$ cat config.mk
export PLATFORM = sky130hd
export DESIGN_NAME = lvds_tx
export DESIGN_NICKNAME = d
export VERILOG_FILES = /design/src/rtl/lvds_defs.sv /design/src/rtl/lvds_tx_framer.sv /design/src/rtl/lvds_tx.sv
export SDC_FILE = /design/constraint.sdc
export NUM_CORES = 1
export LEC_CHECK = 0
export CAP_MARGIN = 10
export CORE_ASPECT_RATIO = 0.9
export CORE_MARGIN = 4
export CORE_UTILIZATION = 40
export CTS_CLUSTER_SIZE = 8
export DETAILED_ROUTE_END_ITERATION = 10
export PLACE_DENSITY_LB_ADDON = 0.05
export REMOVE_ABC_BUFFERS = 1
export SKIP_CTS_REPAIR_TIMING = 1
export SLEW_MARGIN = 20
export SYNTH_ARGS = -nofsm -noshare
export SYNTH_HDL_FRONTEND = slang
export SYNTH_SLANG_ARGS = --single-unit
export TNS_END_PERCENT = 1
$ cat constraint.sdc
create_clock -name i_ddr_clk -period 2.57 [get_ports i_ddr_clk]
set_input_delay 0.514 -clock i_ddr_clk [delete_from_list [all_inputs] [get_ports i_ddr_clk]]
set_output_delay 0.514 -clock i_ddr_clk [all_outputs]
set_load 0.005 [all_outputs]
$ cat src/rtl/lvds_defs.sv
// Shared LVDS IQ definitions: sync bits, word geometry, FIFO fields, states.
package lvds_defs;

  localparam logic [1:0] I_SYNC = 2'b10;
  localparam logic [1:0] Q_SYNC = 2'b01;

  localparam int WORD_BITS      = 32;
  localparam int PAIRS_PER_WORD = WORD_BITS / 2;

  localparam int FIFO_W = 32;
  localparam int I_LSB  = 16;
  localparam int Q_LSB  = 0;

  typedef enum logic [1:0] {
    IDLE  = 2'd0,
    PRIME = 2'd1,
    SHIFT = 2'd2
  } tx_state_e;

endpackage

$ cat src/rtl/lvds_tx_framer.sv
// Builds the framed modem IQ word {I_SYNC, I, 0, Q_SYNC, Q, 0}.
// With LVDS_TX_TEST_PATTERN_EN a ramp (I=r, Q=~r) can replace FIFO data.
module lvds_tx_framer
  import lvds_defs::*;
#(
  parameter int SAMPLE_BITS = 13
) (
  input  logic [FIFO_W-1:0]        fifo_data_i,
`ifdef LVDS_TX_TEST_PATTERN_EN
  input  logic                     test_mode_i,
  input  logic [SAMPLE_BITS-1:0]   ramp_i,
`endif
  output logic [2*SAMPLE_BITS+5:0] word_o
);

  logic [SAMPLE_BITS-1:0] i_smp;
  logic [SAMPLE_BITS-1:0] q_smp;

  // Bits outside the I and Q fields carry no payload.
  logic unused_bits;
  assign unused_bits = ^{
    fifo_data_i[FIFO_W-1:I_LSB+SAMPLE_BITS],
    fifo_data_i[I_LSB-1:Q_LSB+SAMPLE_BITS]
  };

  always_comb begin
    i_smp = fifo_data_i[I_LSB +: SAMPLE_BITS];
    q_smp = fifo_data_i[Q_LSB +: SAMPLE_BITS];
`ifdef LVDS_TX_TEST_PATTERN_EN
    if (test_mode_i) begin
      i_smp = ramp_i;
      q_smp = ~ramp_i;
    end
`endif
  end

  assign word_o = {
    I_SYNC, i_smp, 1'b0,
    Q_SYNC, q_smp, 1'b0
  };

endmodule

$ cat src/rtl/lvds_tx.sv
// LVDS IQ transmitter: pulls I/Q pairs, frames and shifts 2 bits/cycle.
// Optional ramp test source: define LVDS_TX_TEST_PATTERN_EN.
module lvds_tx
  import lvds_defs::*;
#(
  parameter int SAMPLE_BITS    = 13,
  parameter int UNDERRUN_CNT_W = 16
) (
  input  logic                      i_ddr_clk,
  input  logic                      i_reset,
  input  logic                      i_tx_enable,
  input  logic                      i_fifo_empty,
  output logic                      o_fifo_pull,
  input  logic [FIFO_W-1:0]         i_fifo_data,
  output logic [1:0]                o_ddr_data,
  output logic                      o_tx_active,
  output logic [UNDERRUN_CNT_W-1:0] o_underrun_cnt,
  input  logic                      i_test_mode
);

  localparam int WB    = 2 * SAMPLE_BITS + 6;
  localparam int PAIRS = WB / 2;
  localparam int CW    = $clog2(PAIRS);

  // Inputs sampled at the edge entering pair PAIRS-2 (pull visible there).
  localparam logic [CW-1:0] CNT_PF   = CW'(PAIRS - 3);
  localparam logic [CW-1:0] CNT_LAST = CW'(PAIRS - 1);

  tx_state_e                 state_q;
  logic [CW-1:0]             cnt_q;
  logic [WB-1:0]             shift_q;
  logic [1:0]                ddr_q;
  logic                      pull_q;
  logic                      act_q;
  logic                      pf_q;
  logic [UNDERRUN_CNT_W-1:0] und_q;

  logic [WB-1:0] word;
  logic          tm;
  logic          pull_ok;
  logic          tm_go;
  logic          load;

`ifdef LVDS_TX_TEST_PATTERN_EN
  logic [SAMPLE_BITS-1:0] ramp_q;

  assign tm = i_test_mode;

  always_ff @(posedge i_ddr_clk) begin
    if (i_reset) begin
      ramp_q <= '0;
    end else if (load && tm) begin
      ramp_q <= ramp_q + SAMPLE_BITS'(1);
    end
  end

  lvds_tx_framer #(
    .SAMPLE_BITS (SAMPLE_BITS)
  ) u_framer (
    .fifo_data_i (i_fifo_data),
    .test_mode_i (tm),
    .ramp_i      (ramp_q),
    .word_o      (word)
  );
`else
  logic unused_tm;
  assign unused_tm = i_test_mode;
  assign tm        = 1'b0;

  lvds_tx_framer #(
    .SAMPLE_BITS (SAMPLE_BITS)
  ) u_framer (
    .fifo_data_i (i_fifo_data),
    .word_o      (word)
  );
`endif

  assign pull_ok = i_tx_enable && !i_fifo_empty && !tm;
  assign tm_go   = i_tx_enable && tm;

  assign load = (state_q == PRIME) ||
                ((state_q == SHIFT) &&
                 (cnt_q == CNT_LAST) && pf_q);

  always_ff @(posedge i_ddr_clk) begin
    if (i_reset) begin
      state_q <= IDLE;
      cnt_q   <= '0;
      shift_q <= '0;
      ddr_q   <= 2'b00;
      pull_q  <= 1'b0;
      act_q   <= 1'b0;
      pf_q    <= 1'b0;
      und_q   <= '0;
    end else begin
      pull_q <= 1'b0;
      unique case (state_q)
        IDLE: begin
          ddr_q <= 2'b00;
          act_q <= 1'b0;
          cnt_q <= '0;
          if (pull_q) begin
            state_q <= PRIME;
          end else if (pull_ok) begin
            pull_q <= 1'b1;
          end else if (tm_go) begin
            state_q <= PRIME;
          end
        end
        PRIME: begin
          shift_q <= word;
          ddr_q   <= word[WB-1:WB-2];
          act_q   <= 1'b1;
          cnt_q   <= '0;
          pf_q    <= 1'b0;
          state_q <= SHIFT;
        end
        SHIFT: begin
          cnt_q <= cnt_q + CW'(1);
          if (cnt_q == CNT_PF) begin
            if (pull_ok) begin
              pull_q <= 1'b1;
              pf_q   <= 1'b1;
            end else if (tm_go) begin
              pf_q <= 1'b1;
            end else if (i_tx_enable && !tm &&
                         (und_q != '1)) begin
              und_q <= und_q + UNDERRUN_CNT_W'(1);
            end
          end
          if (cnt_q == CNT_LAST) begin
            cnt_q <= '0;
            pf_q  <= 1'b0;
            if (pf_q) begin
              shift_q <= word;
              ddr_q   <= word[WB-1:WB-2];
            end else begin
              ddr_q   <= 2'b00;
              act_q   <= 1'b0;
              state_q <= IDLE;
            end
          end else begin
            shift_q <= {shift_q[WB-3:0], 2'b00};
            ddr_q   <= shift_q[WB-3:WB-4];
          end
        end
        default: begin
          state_q <= IDLE;
        end
      endcase
    end
  end

  assign o_fifo_pull    = pull_q;
  assign o_ddr_data     = ddr_q;
  assign o_tx_active    = act_q;
  assign o_underrun_cnt = und_q;

endmodule

==> key figures <==
Place
  • Buffers added on ports: between 40 and 50
  • Placed wire-length estimate: about 4300 um
  • GP Congestion: between 0.7 and 0.8
  • Placement Setup Slack: between 300 and 400 ps
  • Inst Count DP: between 400 and 500

Worst setup path
  • Worst EP required: 2790 ps
  • Critical path, cell by cell: inv_1, ha_1, buf_4, inv_1, o211ai_1, buf_4, nor2_1, a311oi_1
  • Slack of the worst reg-to-reg path: 510 ps
  • Critical R2R Capture: shift_q[29]
  • Reg-to-Reg Start: state_q[0]
  • Crit-path slowest cell: buf_4
  • Critical path capture point: shift_q[29]
  • Cell class contributing the biggest share of worst-path delay: buffers and inverters
  • Crit. path cell count: 8
  • CP Data Arrival Time: between 2000 and 2500 ps
  • R2R depth: 8
  • Worst Path Buf+Inv: 4
  • Crit-path max FO: 35
  • Crit. Startpoint: state_q[0]
  • Nature of the critical path endpoint: flip-flop
  • Critical path class: reg -> reg
  • Crit path largest cell delay: 370 ps
  • Setup crit start kind: flip-flop

STA
  • Final Hold Viols: 0
  • Final slew viol count: 0
  • Tmin final: 2059 ps
  • Fin Hold WS: roughly 460 ps
  • Max Freq: approximately 0.49 GHz
  • RSZ-0062 raised after global routing: false
  • Clock Skews: ~8.5 ps
  • Worst-Margin Slew: ~540 ps
  • Final worst setup slack: around 510 ps
  • Worst slew margin: a little under two thirds
  • # setup viols final: 0
  • Period utilisation layout: between 80% and 90%

Cells and area
  • Seq. cell area: about 1100 um^2
  • Fin util: about half
  • Area taken by multi-input logic gates: between 1000 and 1500 um^2
  • Area Overhead vs Synth: 23.65%
  • Ant diodes: 0
  • Fraction of final layout cells sized beyond drive strength 1: 8.152%
  • # nets final: 412
  • # fillers: between 600 and 700
  • Non-filler cells, final: ~460

Route
  • Drt via density: roughly 5.4
  • Initial DRT Pass Iterations: 4
  • Via count: about 2500
  • Number of DRC markers in iteration 0: 110
  • Residual DRC count: 0
  • Routed wire length: approximately 6300 um
  • Mean routed wirelength per cell: 13.72 um
  • Antenna Nets Post-Route: 0

Synth
  • Mapped Cells: 327
  • Post-synth top area cell: dfxtp_1
  • Commonest cells in the netlist: dfxtp_1, nand2_1, nor2_1
  • Seq/Total Area, Yosys: between 40% and 50%
  • EDFF count, synth: 0
  • Top FF cell, synth: dfxtp_1
  • Ys async rst share: 0%
  • Synth top area cells: dfxtp_1, a311oi_1, nand2_1, nand3_1, nor2_1
  • Yosys cell types: 45
  • Register bit total from synthesis: between 50 and 60
  • Synthesized cell area: roughly 2700 um^2
  • Most frequent cell after synthesis: dfxtp_1
  • Warnings from Yosys: 0
  • Share of the synthesized area in the top cell type: between 40% and 50%
  • Avg Cell Area, Syn: between 8 and 9 um^2

Clock network
  • Clock transition at path regs: ~100 ps
  • TritonCTS Buffers: 5
  • Clk buf depth: 2
  • Worst-Skew Late Latency: roughly 310 ps
  • # clock sinks: 56
  • # H-tree levels: 2
  • CTS tree: yes
  • Clock root cell: clkbuf_8

Floorplan
  • Starting Density: between 40% and 50%
  • Total die area: about 8200 um^2
  • Die height: ~87 um
  • IO Pins: 57
  • Core ar.: roughly 6600 um^2
  • Row cnt: 28
  • Width of the die: 95.25 um

Power and ir drop
  • Maximum vdd drop: roughly 420 uV
  • Final total power: 2.537 mW
  • Power per cell area: between 700 and 800 nW/um^2
  • Leakage: about 1.2 nW

Global route
  • Vias in the first global route: about 2300
  • Overall routing resource usage: ~16%
  • Pin count of the biggest net entering global routing: 36
  • First-pass GRT wire length: about 11000 um
  • Initial antenna violation count: 0
  • Total congestion overflow: 0

Min path
  • Min-delay worst type: reg -> reg

Outcome
  • Status: completed

Job
  • Max-cap viol count: 0
## flip-flops by register name, indices dropped and copies added (netlist names)
register,count
shift_q,29
o_underrun_cnt,16
cnt_q,4
o_ddr_data,2
state_q,2
o_fifo_pull,1
o_tx_active,1
pf_q,1
## report_power, final
group,internal [mW],switching [mW],total [mW],leakage [nW]
clock network,0.219,0.288,0.507,0.0434
registers,1.09,0.110,1.20,0.456
logic,0.369,0.466,0.835,0.669
total,1.67,0.864,2.54,1.17
## kinds of logic (layout without fill, tap and decap cells)
group	after synthesis	in the layout	share of synthesized area, %
fa+ha+maj	8	8	3.653
simple gates	154	154	29.68
flops	56	56	40.91
mux	5	5	1.918
buf+inv	31	72	5.022
compound gates	73	73	18.81
## routing by layer
metal	wire, um	track usage, %
met1	3290	22.74
met3	217	4.080
met4	34	3.145
met2	2740	24.09
met5	0	0
## final cells by class
| type | instances | area share (%) |
|---|---|---|
| clock buffer | 6 | 2.437 |
| clock inverter | 2 | 0.4431 |
| inverter | 6 | 0.6647 |
| multi-input combinational | 240 | 43.72 |
| sequential | 56 | 33.09 |
| tap | 90 | 3.323 |
| timing repair buffer | 58 | 16.32 |
## worst min path at each step
stage | from | to | slack, ps | cells after the start
floorplan | shift_q[1] | shift_q[1] | 430 | 2
global placement | shift_q[2] | shift_q[2] | 440 | 2
detailed placement | shift_q[2] | shift_q[2] | 450 | 2
CTS | shift_q[2] | shift_q[2] | 460 | 2
global route | o_ddr_data[0] | o_ddr_data[0] | 490 | 2
finish | shift_q[2] | shift_q[2] | 460 | 2
## placed cells by master (no fill, tap or decap), types with 3 or more instances in the layout
| master | n |
|---|---|
| a21oi_1 | 23 |
| a311oi_1 | 24 |
| and3_1 | 5 |
| buf_4 | 9 |
| clkbuf_8 | 6 |
| clkdlybuf4s50_1 | 48 |
| dfxtp_1 | 56 |
| ha_1 | 8 |
| inv_1 | 6 |
| mux2i_1 | 3 |
| nand2_1 | 40 |
| nand3_1 | 30 |
| nand4_1 | 5 |
| nor2_1 | 37 |
| o21ai_0 | 5 |
| o31ai_1 | 10 |
| or3_1 | 5 |
| or4_1 | 10 |
## metrics by stage
step | instance area, um^2 | setup TNS (ps)
2_1_floorplan | 2625 | -27730
3_3_place_gp | 3291 | 0
3_5_place_dp | 3291 | 0
4_1_cts | 3388 | 0
5_1_grt | 3388 | 0
6_report | 3388 | 0
## tightest hold or removal path: cells and delay by family (launching register included)
| family | cells | cell delay (ps) |
|---|---|---|
| flops | 1 | 330 |
| simple gates | 1 | 50 |
| compound gates | 1 | 50 |
Power figures use the tool's default switching activity.
